`config.mk`:
```
export PLATFORM = sky130hd
export DESIGN_NAME = mem_arb_6502
export DESIGN_NICKNAME = d
export VERILOG_FILES = /design/src/rtl/mem_arb_6502_pkg.sv /design/src/rtl/mem_arb_6502.sv
export SDC_FILE = /design/constraint.sdc
export NUM_CORES = 1
export LEC_CHECK = 0
export BUFFER_PORTS_ARGS = -buffer_cell sky130_fd_sc_hd__buf_2
export CAP_MARGIN = 15
export CORE_UTILIZATION = 27
export DETAILED_ROUTE_END_ITERATION = 7
export HOLD_SLACK_MARGIN = 0.15
export PLACE_DENSITY = 0.76
export SLEW_MARGIN = 30
export SYNTH_ARGS = -nofsm -noshare
export SYNTH_HDL_FRONTEND = slang
export SYNTH_SLANG_ARGS = --single-unit
```
`constraint.sdc`:
```
create_clock -name clk -period 1.6 [get_ports clk]
set_input_delay 0.24 -clock clk [delete_from_list [all_inputs] [get_ports clk]]
set_output_delay 0.24 -clock clk [all_outputs]
set_load 0.005 [all_outputs]
```
`src/rtl/mem_arb_6502_pkg.sv`:
```
// Shared definitions for the 6502 memory arbiter.
// Burst length matches the cache_6502 line fill.
package mem_arb_6502_pkg;

  typedef enum logic [1:0] {
    ST_IDLE,
    ST_SINGLE,
    ST_BURST
  } arb_state_t;

  localparam int ARB_BURST_LEN = 8;

endpackage

```
`src/rtl/mem_arb_6502.sv`:
```
// Two-requester memory arbiter (cpu cache, dma/debug).
// Define MEM_ARB_RR_EN for round-robin; default is fixed priority.
module mem_arb_6502
  import mem_arb_6502_pkg::*;
#(
  parameter int BURST_LEN = ARB_BURST_LEN
) (
  input  logic        clk,
  input  logic        rst,

  input  logic [23:0] r0_addr,
  input  logic        r0_en,
  input  logic        r0_wr,
  input  logic        r0_rburst,
  input  logic [7:0]  r0_wdata,
  output logic        r0_rdy,
  output logic        r0_rdata_load,

  input  logic [23:0] r1_addr,
  input  logic        r1_en,
  input  logic        r1_wr,
  input  logic        r1_rburst,
  input  logic [7:0]  r1_wdata,
  output logic        r1_rdy,
  output logic        r1_rdata_load,

  output logic [7:0]  rdata,
  output logic [7:0]  rdata0,

  output logic [23:0] mem_addr,
  output logic        mem_en,
  output logic        mem_wr,
  output logic        mem_rburst,
  output logic        mem_wburst,
  output logic [7:0]  mem_wdata,
  input  logic        mem_rdy,
  input  logic [7:0]  mem_rdata,
  input  logic [7:0]  mem_rdata0,
  input  logic        mem_rdata_load
);

  localparam int CW = $clog2(BURST_LEN);
  localparam logic [CW-1:0] LAST = CW'(BURST_LEN - 1);

  arb_state_t    state, state_n;
  logic          owner, owner_n;
  logic [CW-1:0] cnt, cnt_n;

  logic          win;
  logic          any_req;
  logic          idle;
  logic          sel;
  logic          active;
  logic          burst_req;

  logic [23:0]   s_addr;
  logic          s_en;
  logic          s_wr;
  logic          s_rburst;
  logic [7:0]    s_wdata;

`ifdef MEM_ARB_RR_EN
  logic          last_served;
  logic          done;
`endif

  assign any_req = r0_en | r1_en;
  assign idle    = (state == ST_IDLE);

  // Winner of a new request while idle.
  always_comb begin
    win = r1_en & ~r0_en;
`ifdef MEM_ARB_RR_EN
    if (r0_en && r1_en)
      win = ~last_served;
`endif
  end

  assign sel    = idle ? win : owner;
  assign active = ~idle | any_req;

  // Owner mux: idle follows the winner, busy follows the owner.
  always_comb begin
    s_addr   = r0_addr;
    s_en     = r0_en;
    s_wr     = r0_wr;
    s_rburst = r0_rburst;
    s_wdata  = r0_wdata;
    if (sel) begin
      s_addr   = r1_addr;
      s_en     = r1_en;
      s_wr     = r1_wr;
      s_rburst = r1_rburst;
      s_wdata  = r1_wdata;
    end
  end

  assign burst_req = s_en & s_rburst & ~s_wr;

  assign mem_addr   = s_addr;
  assign mem_wdata  = s_wdata;
  assign mem_en     = s_en;
  assign mem_wr     = idle ? (s_en & s_wr) : s_wr;
  assign mem_rburst = idle ? (s_en & s_rburst) : s_rburst;
  assign mem_wburst = 1'b0;

  assign r0_rdy        = mem_rdy & active & ~sel;
  assign r1_rdy        = mem_rdy & active & sel;
  assign r0_rdata_load = mem_rdata_load & active & ~sel;
  assign r1_rdata_load = mem_rdata_load & active & sel;

  assign rdata  = mem_rdata;
  assign rdata0 = mem_rdata0;

  // Next-state, owner and beat counter.
  always_comb begin
    state_n = state;
    owner_n = owner;
    cnt_n   = cnt;
    unique case (state)
      ST_IDLE: begin
        if (any_req) begin
          owner_n = win;
          cnt_n   = '0;
          if (burst_req) begin
            state_n = ST_BURST;
            if (mem_rdata_load)
              cnt_n = CW'(1);
          end else if (!mem_rdata_load) begin
            state_n = ST_SINGLE;
          end
        end
      end
      ST_SINGLE: begin
        if (mem_rdata_load)
          state_n = ST_IDLE;
      end
      ST_BURST: begin
        if (mem_rdata_load) begin
          cnt_n = cnt + CW'(1);
          if (cnt == LAST) begin
            state_n = ST_IDLE;
            cnt_n   = '0;
          end
        end
      end
      default: begin
        state_n = ST_IDLE;
        cnt_n   = '0;
      end
    endcase
  end

  // State register.
  always_ff @(posedge clk) begin
    if (rst) begin
      state <= ST_IDLE;
      owner <= 1'b0;
      cnt   <= '0;
    end else begin
      state <= state_n;
      owner <= owner_n;
      cnt   <= cnt_n;
    end
  end

`ifdef MEM_ARB_RR_EN
  assign done = mem_rdata_load & (
                  (idle & any_req & ~burst_req) |
                  (state == ST_SINGLE) |
                  ((state == ST_BURST) & (cnt == LAST)));

  // Remember who finished last so the other side wins a tie.
  always_ff @(posedge clk) begin
    if (rst)
      last_served <= 1'b1;
    else if (done)
      last_served <= owner_n;
  end
`endif

endmodule

```
---- After elaboration in Yosys (flattened, before gate mapping) ----
Cells that the tools add are included.
word-level totals
  register bits ........................... 6
  input bits .............................. 90
  output and inout bits ................... 56
  word-level logic and storage cells ...... 54
cells by class
  add/sub/neg operators ................... 1
  eq/ne operators ......................... 8
  mux-type cells .......................... 21
  bitwise logic cells ..................... 17
  reductions and logical operators ........ 4
operator list
  operator                                             number
  two-way mux 24 bit                                   1
  two-way mux 2 bit                                    6
  AND 1 bit                                            10
  two-way mux 3 bit                                    3
  one-hot mux 3 bit (3 select lines)                   1
  two-way mux 1 bit                                    8
  two-way mux 8 bit                                    1
  != test 2 bit, second input constant                 4
  one-hot mux 2 bit (3 select lines)                   1
  inverter 1 bit                                       5
  AND reduction 5 bit                                  1
  adder 3 x 1 -> 3 bit, second input constant          1
  equality test 3 bit, second input constant           1
  != test 3 x 2 -> 1 bit, second input constant        1
  AND reduction 3 bit                                  1
  equality test 2 x 1 -> 1 bit, second input constant  1
  equality test 2 bit, second input constant           1
  logical NOT 2 bit                                    1
  bitwise OR 1 bit                                     2
  AND reduction 2 bit                                  1

---- Longest topological paths before layout ----
Gate-level depths: netlist of the first run.
  depth in word-level cells ............... 9
  mapped depth ............................ 6
  depth with buffers taken out ............ 6

---- Worst setup path before layout of the first run ----
Ideal clock, no wire load.
  path kind ............................... register -> output
  start ................................... reg state[1]
  end ..................................... out mem_addr[11]
  arrival time ............................ 1519 ps
  path slack .............................. -159 ps
  cell stages (with the launch flop) ...... 6
  path buffers ............................ 2
  cell sequence ........................... dfxtp_1 -> buf_4 -> or2_1 -> a21oi_2 -> buf_2 -> mux2_2
between the ends
  longest elaborated chain between the ends .. 3
ends and longest elaborated chain
  element                   line                 source
  start: declaration        mem_arb_6502.sv:45   arb_state_t state, state_n;
  start signal: assignment  mem_arb_6502.sv:161  state <= state_n;
  logical NOT 2 bit         mem_arb_6502.sv:68   assign idle = (state == ST_IDLE);
  two-way mux 1 bit         mem_arb_6502.sv:79   assign sel = idle ? win : owner;
  two-way mux 24 bit        mem_arb_6502.sv:89   if (sel) begin
  end: declaration          mem_arb_6502.sv:30   output logic [23:0] mem_addr,
Every way passes these cells.

---- Final worst setup path of the first run ----
  start ................................... reg state[1]
  end ..................................... out mem_addr[23]
Same word-level chain as after synthesis.

==> flow_summary_export.csv, run 1 <==
group,metric,value,unit
yosys,mux_cell_area_share_after_synthesis,43.9,%
setup_path,critPathKind,"reg -> out",
route,dr.pass1.iters,4,
sta,max_freq,0.507,GHz
cts,cts-buffers-inserted,3,
cts,cts_hold_fix_bufs,0,
yosys,post-synth-top-count-cell,"sky130_fd_sc_hd__mux2_2",
pwr,leakage,1.13,nW
sta,fin_hold_ws,0.252,ns
sta,fin_tns_setup,-12.64,ns
final_layout,multi_input_comb_area,870,sq um
yosys,proportion_of_synthesized_chip_area_in_sequential_cells,11.8,%
cts,cts_sinks,6,
final_layout,layout.area.seq,125,sq um
outcome,failed_checks,"setup timing",
final_layout,antenna-diode-count,0,
yosys,yosys-top-cells-area,"sky130_fd_sc_hd__mux2_2 (35%), sky130_fd_sc_hd__buf_4 (15%), sky130_fd_sc_hd__dfxtp_1 (12%)",
global_routing,gr-total-overflow,0,
yosys,synth_area_per_cell,8.77,sq um
setup_path,timing.rr.end,"state[0]",
yosys,post-synth-top-area-fraction,35.4,%
worst_hold_path,worst_hold_path_type,"in -> reg",
global_routing,grt_pass1_wl,6290,um
route,detail_route.drc_violations,0,
floorplanning,num_rows,21,
floorplanning,die_y,63.4,um
yosys,synth_adder_area_share,2.46,%
cts,cts-root-to-sink-buffers,2,
route,num_vias,1273,
sta,final_max_slew_viol_count,0,
cts,clock_tree.root_cell,"sky130_fd_sc_hd__clkbuf_8",
worst_hold_path,hold-path-endpoint,"cnt[1]",
sta,layout_worst_path_cycle_share,123,%
yosys,syn-cell-area,1020,sq um
yosys,yosys.area_share.xor_xnor,0,%
route,detail_route.wl_per_cell,15.2,um
final_layout,share_of_layout_cells_above_drive_strength_1,77.8,%
yosys,synth.largest_area_cell,"sky130_fd_sc_hd__mux2_2",
route,drt_iter0_drc,40,
cts,clk_pin_slew_worst_paths,0.04,ns
setup_path,critPathMaxFanout,6,
sta,fin_crit,1.97,ns
floorplanning,ports,146,
final_layout,num-nets-final,315,
final_layout,layout.filler_cells,279,
placed_design,hpwlAfterDp,2840,um
setup_path,ff2ff_setup_slack,-0.14,ns
floorplanning,die-width,63.4,um
global_routing,grt_util_overall,20.2,%
floorplanning,dieArea,4020,sq um
sta,clock_skew,0.00625,ns
setup_path,crit_path_start_kind,"register",
yosys,synth-edff-count,0,
pwr,pwr_density_cell,539,nW/um^2
outcome,run_status,"complete, but fails checks",
run,drv.max_cap_violation_count,0,
setup_path,critical_path.endpoint_type,"output pin",
yosys,synthCells,116,
global_routing,grt_pass1_vias,1294,
worst_hold_path,hold_path.startpoint,"rst",
sta,timing.final.setup_violations,39,
global_routing,grt_antenna_before_repair,0,
placed_design,port_buffers,112,
yosys,synth_top_cells_by_count,"sky130_fd_sc_hd__mux2_2 (32), sky130_fd_sc_hd__buf_4 (20), sky130_fd_sc_hd__nor2_1 (11), sky130_fd_sc_hd__nand2_1 (7)",
worst_hold_path,min_path_cells,2,
yosys,synth_top_family_by_area,"multiplexers",
yosys,ys_dominant_reg_cell,"sky130_fd_sc_hd__dfxtp_1",
setup_path,worstReg2RegStart,"state[1]",
yosys,synth_simple_gate_area_share,14.6,%
setup_path,crit_arrival,1.73,ns
yosys,netlist-cell-type-count,26,
placed_design,gp_routability_congestion,0.748,
setup_path,worst_ep_required_time,1.36,ns
floorplanning,core,3470,sq um
sta,final.setup.worst_slack,-0.374,ns
final_layout,final_core_utilization,57.5,%
route,drt.antenna.violating_nets,0,
setup_path,r2r.worst_path.cells,6,
cts,clk_latency,0.23,ns
cts,htree_levels,1,
sta,grt_setup_unrepaired,"yes",
yosys,postSynthNetCount,208,
global_routing,grt_max_degree,13,
yosys,synth_compound_gate_area_share,9.47,%
yosys,synth-seq-cells,6,
yosys,synth-warning-count,0,
yosys,share_of_flip_flops_with_an_asynchronous_set_or_reset,0,%
cts,cts_tree,"done",
route,routed_via_density,4.77,
route,drt-total-wl,4070,um
sta,final-hold-violation-count,0,
floorplanning,initial_utilization,29.3,%
pwr,worst_voltage_drop_across_the_vdd_grid,312,uV
final_layout,area_growth,95.9,%
[where the power goes]
group	internal, mW	switching (mW)
sequential	0.158	0.00979
combinational	0.438	0.233
clock	0.162	0.0736
[routing by layer]
metal	vias up	wire (um)	global-route usage (%)
met5	-	0	0
met3	21	306	4.71
met4	0	114	8.24
met1	594	1430	19.2
li1	601	-	-
met2	57	2220	40.2
[kinds of logic after synthesis]
logic type / count (synthesis)
buffers and inverters: 26
flip-flops: 6
adder cells (fa/ha/maj): 2
AND/OR/NAND/NOR: 28
multiplexers: 40
AO/OA/AOI/OAI: 13
other: 1
[layout make-up]
class                           instances  area share, %
Clock buffer                            3           2.07
Tap cell                               46           2.89
Sequential cell                         6           6.28
Inverter                                2          0.377
Timing Repair Buffer                  126           44.8
Multi-Input combinational cell         84           43.6
[worst max-delay path by stage]
stage,from,end,cells past startpoint
floorplan,state[0],mem_addr[0],5
global placement,state[0],mem_addr[9],5
detailed placement,state[0],mem_addr[10],5
CTS,state[1],mem_addr[20],6
global route,state[0],mem_addr[4],6
finish,state[1],mem_addr[23],6
[per-stage QoR]
| step | instance area [sq um] | power [mW] | cells | setup WS [ns] |
|---|---|---|---|---|
| floorplan | 1170 | 0.509 | 116 | -0.0315 |
| global placement | 1670 | 0.678 | 259 | -0.120 |
| detailed placement | 1670 | 0.686 | 259 | -0.148 |
| CTS | 1990 | 1.08 | 267 | -0.387 |
| global route | 1990 | 1.14 | 267 | -0.409 |
| finish | 1990 | 1.07 | 267 | -0.374 |
[sequential cells by signal (all words and copies together), names as in the netlist]
name / count
owner: 1
state: 2
cnt: 3
[placed cells by master (no fill, tap or decap), types with 2 or more instances in the layout]
cell	netlist	routed
sky130_fd_sc_hd__a21oi_1	3	3
sky130_fd_sc_hd__and3_1	2	2
sky130_fd_sc_hd__buf_12	0	3
sky130_fd_sc_hd__buf_2	3	89
sky130_fd_sc_hd__buf_4	20	7
sky130_fd_sc_hd__buf_6	0	25
sky130_fd_sc_hd__clkbuf_8	0	3
sky130_fd_sc_hd__dfxtp_1	6	4
sky130_fd_sc_hd__ha_1	2	2
sky130_fd_sc_hd__inv_1	2	2
sky130_fd_sc_hd__mux2_4	1	34
sky130_fd_sc_hd__mux2i_1	6	6
sky130_fd_sc_hd__nand2_1	7	7
sky130_fd_sc_hd__nor2_1	11	10
sky130_fd_sc_hd__nor2b_1	3	3
sky130_fd_sc_hd__o21ai_0	3	3
sky130_fd_sc_hd__o22a_1	3	3
sky130_fd_sc_hd__or2_2	2	2
[critical path, cell delays in order, from the launching register on]
cell and delay, ns:
sky130_fd_sc_hd__dfxtp_4 0.35, sky130_fd_sc_hd__or2_4 0.24, sky130_fd_sc_hd__a21oi_4 0.19, sky130_fd_sc_hd__buf_12 0.16
sky130_fd_sc_hd__clkbuf_16 0.15, sky130_fd_sc_hd__mux2_4 0.30, sky130_fd_sc_hd__buf_6 0.11
[what timing repair did]
item                                    CTS  global route
resized for setup                        36             1
pin swaps                                 3             2
gates cloned                              2             1
endpoints found under the setup margin   38            41
buffers inserted                          3             0
(Power assumes the default switching activity.)
==> run 2: changes to the inputs <==
PLACE_DENSITY = unset   (was 0.76)
PLACE_DENSITY_LB_ADDON = 0.3   (was unset)
==> run 2 against run 1 <==
The flow still finishes with violations (setup timing). Sequential share of layout area rose by 0.16 points. Maximum frequency rose by 1.6%. Count of clock-buffer cells in the layout unchanged. Final area decreased by 2.4%. Combinational power decreased by 5.8%. Clock skew fell by 0.0028 ns. Setup slack improved by 0.031 ns. Die area stayed put. Core utilization shrank 1.4 points. Critical endpoint is now mem_addr[8]. Highest routed layer unchanged.
==> flow_summary_export.csv, run 2 (synthesized netlist as in run 1, its figures left out) <==
group,metric,value,unit
cts,htree_levels,1,
floorplanning,dieArea,4020,sq um
route,drt_iter0_drc,42,
final_layout,area_growth,91.1,%
setup_path,critPathKind,"reg -> out",
setup_path,crit_path_start_kind,"register",
global_routing,grt_max_degree,32,
sta,final_max_slew_viol_count,0,
sta,max_freq,0.515,GHz
sta,fin_tns_setup,-11.50,ns
setup_path,critPathMaxFanout,16,
outcome,run_status,"complete, but fails checks",
final_layout,regMostFlops,"cnt",
setup_path,r2r.worst_path.cells,6,
floorplanning,ports,146,
sta,final.setup.worst_slack,-0.343,ns
setup_path,worst_ep_required_time,1.36,ns
floorplanning,num_rows,21,
pwr,leakage,1.10,nW
cts,cts_sinks,6,
route,drt-total-wl,3640,um
cts,clk_pin_slew_worst_paths,0.04,ns
worst_hold_path,worst_hold_path_type,"in -> reg",
global_routing,grt_pass1_vias,1047,
final_layout,share_of_layout_cells_above_drive_strength_1,78.4,%
placed_design,hpwlAfterDp,2870,um
placed_design,place.detailed.instances,259,
global_routing,grt_util_overall,15.8,%
setup_path,ff2ff_setup_slack,-0.08,ns
global_routing,grt_pass1_wl,5000,um
cts,cts_tree,"done",
pwr,worst_voltage_drop_across_the_vdd_grid,658,uV
sta,layout_worst_path_cycle_share,121,%
final_layout,largest_register_ffs,3,
pwr,pwr_density_cell,529,nW/um^2
cts,clk_latency,0.23,ns
cts,cts-root-to-sink-buffers,2,
placed_design,gp_routability_congestion,0.731,
final_layout,final_cell_mix,"sky130_fd_sc_hd__buf_2 (92), sky130_fd_sc_hd__mux2_4 (32), sky130_fd_sc_hd__buf_6 (22)",
sta,fin_crit,1.94,ns
final_layout,antenna-diode-count,0,
sta,final-hold-violation-count,0,
final_layout,reg_top3,"cnt x3, state x2, owner x1",
worst_hold_path,hold-path-endpoint,"owner",
pwr,total_power,1.03,mW
floorplanning,initial_utilization,29.3,%
global_routing,gr-total-overflow,0,
setup_path,timing.rr.end,"state[0]",
cts,cts-buffers-inserted,3,
floorplanning,core,3470,sq um
setup_path,critical_path.endpoint_type,"output pin",
sta,clock_skew,0.00347,ns
run,drv.max_cap_violation_count,0,
route,detail_route.wl_per_cell,13.6,um
cts,cts_hold_fix_bufs,0,
floorplanning,die-width,63.4,um
route,drt.antenna.violating_nets,0,
sta,timing.final.setup_violations,39,
sta,grt_setup_unrepaired,"yes",
outcome,failed_checks,"setup timing",
final_layout,layout.cells.most_common,"sky130_fd_sc_hd__buf_2",
worst_hold_path,hold_path.startpoint,"rst",
cts,clock_tree.root_cell,"sky130_fd_sc_hd__clkbuf_8",
route,num_vias,1196,
setup_path,worstReg2RegStart,"state[1]",
route,dr.pass1.iters,4,
final_layout,num-nets-final,316,
route,detail_route.drc_violations,0,
worst_hold_path,min_path_cells,2,
setup_path,crit_arrival,1.70,ns
route,routed_via_density,4.46,
placed_design,port_buffers,112,
final_layout,layoutNonFillerInstCount,268,
global_routing,grt_antenna_before_repair,0,
floorplanning,die_y,63.4,um
run 2: power breakdown:
part | total (mW) | switching [mW] | internal, mW
logic | 0.632 | 0.221 | 0.412
registers | 0.168 | 0.00959 | 0.159
clock network | 0.228 | 0.0662 | 0.162
total | 1.03 | 0.297 | 0.732
run 2: worst max-delay path, stage by stage (launching register included):
cell	delay, ns
sky130_fd_sc_hd__dfxtp_2	0.33
sky130_fd_sc_hd__or2_4	0.26
sky130_fd_sc_hd__a21oi_4	0.14
sky130_fd_sc_hd__buf_4	0.14
sky130_fd_sc_hd__buf_12	0.16
sky130_fd_sc_hd__mux2_4	0.32
sky130_fd_sc_hd__buf_6	0.12
run 2: area by class of cell:
type,instances,area (sq um)
Inverter,2,7.51
Multi-Input combinational cell,84,870
Sequential cell,6,125
Fill cell,344,1520
Clock buffer,3,41.3
Tap cell,46,57.6
Timing Repair Buffer,127,843
run 2: how the worst max path moves through the flow:
stage / startpoint / to / slack, ns / cells after the start
4_1_cts: state[0] / mem_addr[9] / -0.33 / 5
3_5_place_dp: state[0] / state[0] / -0.14 / 5
5_1_grt: state[0] / mem_wdata[4] / -0.39 / 6
6_report: state[0] / mem_addr[8] / -0.34 / 6
2_1_floorplan: state[0] / mem_addr[0] / -0.03 / 5
3_3_place_gp: state[1] / mem_addr[9] / -0.09 / 5
run 2: timing repair:
item | CTS | global route
buffers inserted | 2 | 2
pin swaps | 0 | 5
resized for setup | 24 | 5
endpoints found under the setup margin | 39 | 41
gates cloned | 0 | 2
run 2: layer usage:
metal  global-route usage [%]  share of wire (%)
met1                     16.9                 37
met2                     30.3                 55
met3                     3.80                6.9
met4                     3.69                1.1
met5                        0                  0
run 2: through the flow:
step	worst slack, ns	utilization, %	instance area (sq um)	hold WS, ns
after floorplan	-0.0315	-	1170	0.309
after global placement	-0.0940	48.2	1670	0.480
after detailed placement	-0.140	48.2	1670	0.480
after CTS	-0.334	54.1	1880	0.276
after global routing	-0.391	56.1	1940	0.278
final	-0.343	56.1	1940	0.271
==> run 3: changes to the inputs <==
CORE_ASPECT_RATIO = 1.75   (was unset)
CORE_UTILIZATION = 30   (was 27)
PLACE_DENSITY = 0.8   (was unset)
PLACE_DENSITY_LB_ADDON = unset   (was 0.3)
clock period = 2.5 ns   (was 1.6 ns; I/O delays follow)
==> run 3 against run 2 <==
The run now ends clean. Wire length increased by 0.99%. Non-clock buffer count decreased by 12. Worst hold slack improved by 0.13 ns. First-iteration DRC count decreased by 55%. Combinational power decreased by 57%. Count of clock-buffer cells in the layout unchanged. Critical path type unchanged.
==> flow_summary_export.csv, run 3 (synthesized netlist as in run 1, its figures left out) <==
group,metric,value,unit
outcome,run_status,"completed",
floorplanning,die-width,46.0,um
route,drt.antenna.violating_nets,0,
pwr,cell_internal_pwr,0.370,mW
route,num_vias,1207,
setup_path,critPathKind,"reg -> out",
floorplanning,initial_utilization,32.0,%
final_layout,largest_register_ffs,3,
setup_path,critPathMaxFanout,30,
sta,layout_worst_path_cycle_share,90.3,%
cts,cts-root-to-sink-buffers,2,
route,drt-total-wl,3680,um
final_layout,area_growth,52.0,%
setup_path,worst_ep_required_time,2.12,ns
final_layout,share_of_layout_cells_above_drive_strength_1,74.3,%
setup_path,critical_path.endpoint_type,"output pin",
pwr,clock_power_share,28.5,%
cts,clk_latency,0.23,ns
cts,cts_sinks,6,
sta,fin_hold_ws,0.398,ns
pwr,worst_voltage_drop_across_the_vdd_grid,301,uV
route,dr.pass1.iters,4,
cts,cts_hold_fix_bufs,0,
placed_design,port_buffers,112,
final_layout,regMostFlops,"cnt",
cts,clk_pin_slew_worst_paths,0.04,ns
global_routing,gr-total-overflow,0,
final_layout,antenna-diode-count,0,
pwr,power_frac_seq,20.7,%
cts,post_cts_resize_count,0,
setup_path,crit_slowest_cell,"sky130_fd_sc_hd__dfxtp_1",
final_layout,layout.cells.most_common,"sky130_fd_sc_hd__buf_2",
route,detail_route.wl_per_cell,14.5,um
floorplanning,die_y,79.0,um
cts,cts_tree,"done",
run,drv.max_cap_violation_count,0,
setup_path,crit_arrival,1.88,ns
pwr,combinationalPowerShare,50.8,%
cts,cts.repair_timing.setup_buffer_count,0,
final_layout,final_cell_mix,"sky130_fd_sc_hd__buf_2 (112), sky130_fd_sc_hd__mux2_2 (32), sky130_fd_sc_hd__nor2_1 (11)",
global_routing,grt_pass1_wl,5290,um
cts,clock_tree.root_cell,"sky130_fd_sc_hd__clkbuf_8",
placed_design,gp_routability_congestion,0.822,
final_layout,reg_top3,"cnt x3, state x2, owner x1",
floorplanning,dieArea,3640,sq um
global_routing,grt_antenna_before_repair,0,
route,detail_route.drc_violations,0,
cts,htree_levels,1,
pwr,pwr_density_cell,347,nW/um^2
route,drt_iter0_drc,19,
setup_path,path_buf_inv,2,
sta,max_freq,0.443,GHz
sta,fin_tns_setup,0,ns
sta,fin_crit,2.26,ns
setup_path,crit_path_start_kind,"register",
setup_path,cp_slowest_stage_delay,0.41,ns
worst_hold_path,worst_hold_path_type,"in -> reg",
global_routing,grt_max_degree,31,
floorplanning,ports,146,
pwr,leakage,0.830,nW
sta,timing.final.setup_violations,0,
global_routing,grt_util_overall,20.2,%
pwr,net-switching-power,0.167,mW
setup_path,crit_path_cell_trace,"or2_1 -> a21oi_4 -> buf_12 -> mux2_2 -> buf_2",
final_layout,num-nets-final,304,
sta,grt_setup_unrepaired,"no",
final_layout,final_core_utilization,48.7,%
sta,final_max_slew_viol_count,0,
floorplanning,core,3180,sq um
sta,final-hold-violation-count,0,
setup_path,timing.critical_path.max_delay_family,"flip-flops",
route,routed_via_density,4.77,
pwr,switching_share,31.1,%
global_routing,grt_pass1_vias,1159,
cts,cts-buffers-inserted,3,
sta,clock_skew,0.000905,ns
floorplanning,num_rows,27,
placed_design,hpwlAfterDp,3180,um
-- run 3: cell types whose count changed in the layout (fill, tap and decap cells not counted), sizes merged --
cell / before / now
buf: 126 / 115
clkbuf: 4 / 3
-- run 3: path summary, 6_finish.rpt --
kind                                from            to  slack, ns  depth (start not counted)
worst min-delay path                 rst        cnt[2]       0.40                          2
worst max-delay path            state[1]  mem_addr[18]       0.24                          5
worst min register to register     owner         owner       0.54                          2
worst max register to register  state[1]      state[0]       0.51                          5
-- run 3: layout make-up --
cell class	instances	area, sq um
Sequential cell	6	120
Fill cell	347	1630
Multi-Input combinational cell	84	728
Clock buffer	3	41.3
Inverter	2	7.51
Tap cell	43	53.8
Timing Repair Buffer	115	596
-- run 3: power by group through the flow --
stage / Sequential, mW / Combinational, mW / Clock, mW
6_report: 0.111 / 0.273 / 0.153
5_1_grt: 0.111 / 0.299 / 0.161
4_1_cts: 0.111 / 0.276 / 0.156
3_5_place_dp: 0.112 / 0.275 / 0
3_3_place_gp: 0.112 / 0.269 / 0
2_1_floorplan: 0.105 / 0.170 / 0
-- run 3: metrics by stage --
step,std cells,worst slack (ns),area [sq um],power (mW)
floorplan,116,0.606,1020,0.275
global placement,250,0.509,1510,0.381
detailed placement,250,0.487,1510,0.387
CTS,253,0.236,1550,0.543
global route,253,0.164,1550,0.571
finish,253,0.243,1550,0.537
-- run 3: layer usage --
metal  share of wire [%]  routed length [um]  global-route usage (%)  vias up
met5                   0                   0                       0        -
met4                 4.4                 161                    13.8        0
met3                  12                 423                    5.45       12
met2                  51                1860                    33.4       85
met1                  33                1230                    20.9      530
li1                    -                   -                       -      580
